### src/rtl/led7_scan_driver.sv
// Time-multiplexed driver for NUM_DIGITS common-anode 7-segment digits.
// One digit is driven per scan slot. Each slot opens with a short all-anodes-off
// gap to prevent ghosting. Display data is double-buffered: load writes a shadow
// copy, and that copy moves to the active copy only when the last digit's slot
// wraps back to digit 0.
module led7_scan_driver #(
    parameter int NUM_DIGITS = 4,
    parameter int SCAN_DIV   = 1000,
    parameter int BLANK_CYC  = 16
) (
    input  logic                      clk,
    input  logic                      rst_n,
    input  logic                      en,
    input  logic                      load,
    input  logic [4*NUM_DIGITS-1:0]   data_in,
    input  logic [NUM_DIGITS-1:0]     dp_in,
    input  logic                      hex_mode,
    input  logic                      lz_blank,
    output logic [6:0]                seg_out,
    output logic                      dp_out,
    output logic [NUM_DIGITS-1:0]     an_out,
    output logic                      frame_done
);

    localparam int CNT_W = (SCAN_DIV > 1) ? $clog2(SCAN_DIV) : 1;
    localparam int IDX_W = (NUM_DIGITS > 1) ? $clog2(NUM_DIGITS) : 1;
    localparam logic [CNT_W-1:0] CNT_LAST       = CNT_W'(SCAN_DIV - 1);
    localparam logic [CNT_W-1:0] CNT_BLANK_LAST = CNT_W'(BLANK_CYC - 1);
    localparam logic [IDX_W-1:0] IDX_LAST       = IDX_W'(NUM_DIGITS - 1);

    typedef enum logic {
        ST_BLANK = 1'b0,
        ST_DRIVE = 1'b1
    } state_t;

    state_t                    state_reg, state_next;
    logic [CNT_W-1:0]          cnt_reg;
    logic [IDX_W-1:0]          idx_reg;
    logic [4*NUM_DIGITS-1:0]   shadow_data_reg, active_data_reg;
    logic [NUM_DIGITS-1:0]     shadow_dp_reg, active_dp_reg;
    logic [6:0]                seg_reg, seg_next;
    logic                      dp_reg, dp_next;
    logic [NUM_DIGITS-1:0]     an_reg, an_next;
    logic                      frame_done_reg;

    logic                      slot_end;
    logic                      frame_end;
    logic [3:0]                digit_nib [NUM_DIGITS];
    logic [NUM_DIGITS-1:0]     an_sel;
    logic [NUM_DIGITS-1:0]     lz_mask;
    logic [3:0]                cur_nib;
    logic                      cur_dp;
    logic                      cur_lz;

    // Active-low {g,f,e,d,c,b,a} patterns; BCD codes 10-15 stay dark.
    function automatic logic [6:0] seg_decode(input logic [3:0] nib, input logic hex);
        logic [6:0] pat;
        pat = 7'h7F;
        case (nib)
            4'h0: pat = 7'h40;
            4'h1: pat = 7'h79;
            4'h2: pat = 7'h24;
            4'h3: pat = 7'h30;
            4'h4: pat = 7'h19;
            4'h5: pat = 7'h12;
            4'h6: pat = 7'h02;
            4'h7: pat = 7'h78;
            4'h8: pat = 7'h00;
            4'h9: pat = 7'h10;
            4'hA: pat = hex ? 7'h08 : 7'h7F;
            4'hB: pat = hex ? 7'h03 : 7'h7F;
            4'hC: pat = hex ? 7'h46 : 7'h7F;
            4'hD: pat = hex ? 7'h21 : 7'h7F;
            4'hE: pat = hex ? 7'h06 : 7'h7F;
            4'hF: pat = hex ? 7'h0E : 7'h7F;
            default: pat = 7'h7F;
        endcase
        return pat;
    endfunction

    assign slot_end  = en && (cnt_reg == CNT_LAST);
    assign frame_end = slot_end && (idx_reg == IDX_LAST);

    // Split the active word into per-digit nibbles and per-digit anode selects.
    generate
        for (genvar gi = 0; gi < NUM_DIGITS; gi++) begin : g_digit
            assign digit_nib[gi] = active_data_reg[gi*4 +: 4];
            assign an_sel[gi]    = (idx_reg == IDX_W'(gi));
        end
    endgenerate

    // Leading-zero mask: digit k>0 is blanked when it and every digit above it are zero.
    always_comb begin
        logic all_zero;
        lz_mask  = '0;
        all_zero = 1'b1;
        for (int i = NUM_DIGITS - 1; i > 0; i--) begin
            all_zero   = all_zero && (digit_nib[i] == 4'd0);
            lz_mask[i] = all_zero;
        end
    end

    // Slot counter and digit index; both freeze while en is low.
    always_ff @(posedge clk or negedge rst_n) begin
        if (!rst_n) begin
            cnt_reg <= '0;
            idx_reg <= '0;
        end else if (en) begin
            if (slot_end) begin
                cnt_reg <= '0;
                idx_reg <= frame_end ? '0 : idx_reg + IDX_W'(1);
            end else begin
                cnt_reg <= cnt_reg + CNT_W'(1);
            end
        end
    end

    // Shadow capture on load. At a frame wrap, the active copy takes the pre-edge shadow.
    always_ff @(posedge clk or negedge rst_n) begin
        if (!rst_n) begin
            shadow_data_reg <= '0;
            shadow_dp_reg   <= '0;
            active_data_reg <= '0;
            active_dp_reg   <= '0;
        end else begin
            if (load) begin
                shadow_data_reg <= data_in;
                shadow_dp_reg   <= dp_in;
            end
            if (frame_end) begin
                active_data_reg <= shadow_data_reg;
                active_dp_reg   <= shadow_dp_reg;
            end
        end
    end

    // Slot phase state register.
    always_ff @(posedge clk or negedge rst_n) begin
        if (!rst_n) begin
            state_reg <= ST_BLANK;
        end else begin
            state_reg <= state_next;
        end
    end

    // Phase transitions: the blanking gap ends after BLANK_CYC counts; a slot wrap re-enters the gap.
    always_comb begin
        state_next = state_reg;
        case (state_reg)
            ST_BLANK: if (en && (cnt_reg == CNT_BLANK_LAST)) state_next = ST_DRIVE;
            ST_DRIVE: if (slot_end) state_next = ST_BLANK;
            default:  state_next = ST_BLANK;
        endcase
    end

    // Select the current digit and build next pin values; dark unless running in DRIVE.
    always_comb begin
        cur_nib = 4'd0;
        cur_dp  = 1'b0;
        cur_lz  = 1'b0;
        for (int i = 0; i < NUM_DIGITS; i++) begin
            if (an_sel[i]) begin
                cur_nib = digit_nib[i];
                cur_dp  = active_dp_reg[i];
                cur_lz  = lz_mask[i];
            end
        end
        seg_next = 7'h7F;
        dp_next  = 1'b1;
        an_next  = '1;
        if (en && (state_reg == ST_DRIVE)) begin
            an_next  = ~an_sel;
            seg_next = (lz_blank && cur_lz) ? 7'h7F : seg_decode(cur_nib, hex_mode);
            dp_next  = ~cur_dp;
        end
    end

    // Registered pins.
    always_ff @(posedge clk or negedge rst_n) begin
        if (!rst_n) begin
            seg_reg        <= 7'h7F;
            dp_reg         <= 1'b1;
            an_reg         <= '1;
            frame_done_reg <= 1'b0;
        end else begin
            seg_reg        <= seg_next;
            dp_reg         <= dp_next;
            an_reg         <= an_next;
            frame_done_reg <= frame_end;
        end
    end

    assign seg_out    = seg_reg;
    assign dp_out     = dp_reg;
    assign an_out     = an_reg;
    assign frame_done = frame_done_reg;

endmodule

### config.mk
export PLATFORM = sky130hd
export DESIGN_NAME = led7_scan_driver
export DESIGN_NICKNAME = d
export VERILOG_FILES = /design/src/rtl/led7_scan_driver.sv
export SDC_FILE = /design/constraint.sdc
export NUM_CORES = 1
export LEC_CHECK = 0
export ABC_AREA = 0
export BUFFER_PORTS_ARGS = -buffer_cell sky130_fd_sc_hd__buf_2
export CAP_MARGIN = 30
export CORE_AREA = 2 2 74 76
export CTS_CLUSTER_DIAMETER = 150
export DETAILED_ROUTE_END_ITERATION = 8
export DIE_AREA = 0 0 76 78
export PLACE_DENSITY = 0.87
export SETUP_SLACK_MARGIN = 0.5
export SLEW_MARGIN = 20
export SYNTH_ARGS = -nofsm -noshare
export SYNTH_HDL_FRONTEND = slang
export SYNTH_SLANG_ARGS = --single-unit
### constraint.sdc
create_clock -name clk -period 4.02 [get_ports clk]
set_input_delay 0.201 -clock clk [delete_from_list [all_inputs] [get_ports clk]]
set_output_delay 0.201 -clock clk [all_outputs]
set_load 0.02 [all_outputs]
==> results.yml <==
placed_design:
  gp_congestion: 0.850
  hpwl_um: 3670
  port_buffers: 38
global_routing:
  use_met2: 0.338
  grt_pass1_vias: 2060
  gr-total-overflow: 0
  grt_pass1_wl_um: 9450
  busiest_layer: "met2"
  met3_usage: 0.0372
  met1_usage: 0.256
  antenna_found_initial: 0
  grt_max_degree: 67
  grt_use_total: 0.202
critical_path:
  arrival_ns: 2.91
  cp_slowest_stage_delay_ns: 0.77
  reg2reg_from: "idx_reg[0]"
  critPathTopFamily: "compound AO/OA/AOI/OAI gates"
  crit_type: "reg2reg"
  crit_buf_inv: 0
  cp.required_ns: 4.29
  cp_slowest_cell: "a311oi_1"
  critPathCaptureType: "flip-flop"
  worstSetupStartpoint: "idx_reg[0]"
  crit_fanout: 20
  crit_path_cell_trace: "ha_1, nor2_1, a311oi_1, mux2i_1, a222oi_1, nand2b_1"
  cp-start-kind: "flip-flop"
power_and_ir_drop:
  power.share.clock: 0.399
  p_int_w: 0.00117
  power_leakage_nw: 1.63
  switching_share: 0.230
  p_switching_w: 0.000352
  finalPower_w: 0.00153
  p_comb_frac: 0.097
  p_per_area_nw_per_um2: 432
  power_frac_seq: 0.504
  ir_drop_v: 0.000240
drt:
  drt_iter0_drc: 157
  drt-pass1-iter-count: 4
  wl_per_cell_um: 14.4
  vias_per_cell: 5.53
  drc: 0
  detail-route-antenna-nets: 0
  routed_wl_um: 5290
  via_count: 2036
clock_tree:
  cts_resized: 0
  cts_max_path_buffers: 2
  cts_inserted_buffers: 9
  clockRootBuffer: "clkbuf_8"
  postCtsHoldBufs: 0
  clkTransAtPathRegs_ns: 0.07
  tritoncts: "done"
  cts_max_level: 3
  post_cts_buffers: 0
  cts_sinks: 66
  clock_latency_ns: 0.34
synth:
  synthCells: 255
  yosysWarnings: 0
  synth_edf_count: 0
  synth.avg_cell_area_sq_um: 12.1
  synth_nets: 286
  synth.yosys.seq_area_share: 0.539
  synth-seq-cells: 66
  async_flop_share: 1.00
  synth_cell_types: 48
  yosys_most_used_dff: "dfrtp_1"
  synth_area_sq_um: 3090
timing:
  min_period_ns: 2.64
  tightest_slew_ns: 0.837
  hold_violations: 0
  slew_headroom: 0.438
  setup_viol: 0
  fin_crit_sh: 0.656
  whs_ns: 0.0219
  fmax_ghz: 0.379
  rsz0062_at_grt: "false"
  drv_slew: 0
  fin_setup_tns_ns: 0
  finalClockSkew_ns: 0.00713
run:
  drv_cap: 0
floorplanning:
  fp.dieH_um: 78
  num_rows: 26
  fp.dieArea_sq_um: 5930
  io_pins: 39
  initial_utilization: 0.613
  fp.dieW_um: 76
  core_area_sq_um: 5040
cells_and_area:
  area_delta_synth_final_pct: 14.2
  multi_input_area_sq_um: 1330
  seqCellArea_sq_um: 1670
  nets: 325
  drive_above_1_share: 0.362
  final_util: 0.700
  n_fill_cell: 359
  antenna-diode-count: 0
min_path:
  hp-class: "in2async"
run_status:
  outcome: "finished clean"
-- power groups by stage --
stage          clock (W)  combinational, W  sequential (W)
3_5_place_dp           0          0.000148        0.000781
4_1_cts         0.000620          0.000151        0.000769
3_3_place_gp           0          0.000140        0.000778
6_report        0.000608          0.000148        0.000769
5_1_grt         0.000644          0.000163        0.000780
2_1_floorplan          0         0.0000994        0.000772
-- placed cells by master (no fill, tap or decap), types with 3 or more instances in the layout --
master    instances
o21ai_0          13
dfstp_2          12
nor4_1            3
and2_1            3
nand2_1          20
mux2_4            9
nor2_1            7
nor3b_1           5
o21a_1            3
buf_2            38
o22ai_1           3
clkbuf_8         11
nand3_1           9
inv_1             7
mux2_2           30
a21oi_1           9
xnor2_1           4
nor3_1            6
ha_1              5
nand3b_1          5
dfrtp_1          54
-- synth_stat cells (3+ instances only) --
| cell | count | share of area |
|---|---|---|
| inv_1 | 7 | 0.0085 |
| clkbuf_1 | 4 | 0.0049 |
| and2_1 | 3 | 0.0061 |
| xnor2_1 | 4 | 0.011 |
| o21a_1 | 3 | 0.0073 |
| nor3_1 | 6 | 0.0097 |
| mux2_4 | 9 | 0.044 |
| buf_2 | 3 | 0.0049 |
| a21oi_1 | 9 | 0.015 |
| buf_4 | 4 | 0.0097 |
| o21ai_0 | 13 | 0.021 |
| mux2_2 | 30 | 0.11 |
| dfstp_2 | 12 | 0.10 |
| dfrtp_1 | 54 | 0.44 |
| nand3b_1 | 5 | 0.012 |
| nand2_1 | 20 | 0.024 |
| ha_1 | 5 | 0.020 |
| nor3b_1 | 5 | 0.012 |
| nand3_1 | 9 | 0.015 |
| nor4_1 | 3 | 0.0061 |
| nor2_1 | 7 | 0.0085 |
| o22ai_1 | 3 | 0.0061 |
-- final cells by class --
class,instances,area share
multi-input combinational,170,0.376
tap,70,0.0248
inverter,7,0.00744
timing repair buffer,40,0.0581
clock buffer,13,0.0450
clock inverter,2,0.0170
sequential,66,0.472
-- routing by layer --
layer / vias up / share of wire
met4: 0 / 0.016
met1: 973 / 0.44
li1: 1003 / -
met3: 12 / 0.043
met2: 48 / 0.50
met5: - / 0
-- final timing paths --
| path | end | slack, ns | depth (start not counted) |
|---|---|---|---|
| setup reg to reg | seg_out[0] | 1.38 | 6 |
| hold reg to reg | active_data_reg[9] | 0.50 | 1 |
| setup / recovery | seg_out[0] | 1.38 | 6 |
| hold / removal | cnt_reg[8] | 0.02 | 2 |
| min in group clk | shadow_data_reg[12] | 0.09 | 2 |
| max in group asynchronous | active_data_reg[1] | 3.48 | 2 |
-- through the flow --
step	setup slack, ns	instance area, sq um	cells
final	1.38	3530	368
after global routing	1.10	3530	368
after CTS	1.36	3530	368
after detailed placement	1.40	3310	353
after global placement	1.54	3310	353
after floorplan	1.99	3090	255
-- cell families (layout without fill, tap and decap cells) --
| group | Yosys count | count (layout) | share of synthesized area |
|---|---|---|---|
| AND/OR/NAND/NOR | 71 | 71 | 0.127 |
| adder cells (fa/ha/maj) | 5 | 5 | 0.0202 |
| AO/OA/AOI/OAI | 48 | 48 | 0.109 |
| multiplexers | 40 | 40 | 0.156 |
| XOR/XNOR | 6 | 6 | 0.0170 |
| flip-flops | 66 | 66 | 0.539 |
| buffers and inverters | 19 | 62 | 0.0316 |
Note: power is estimated with default switching activity, not from simulation.
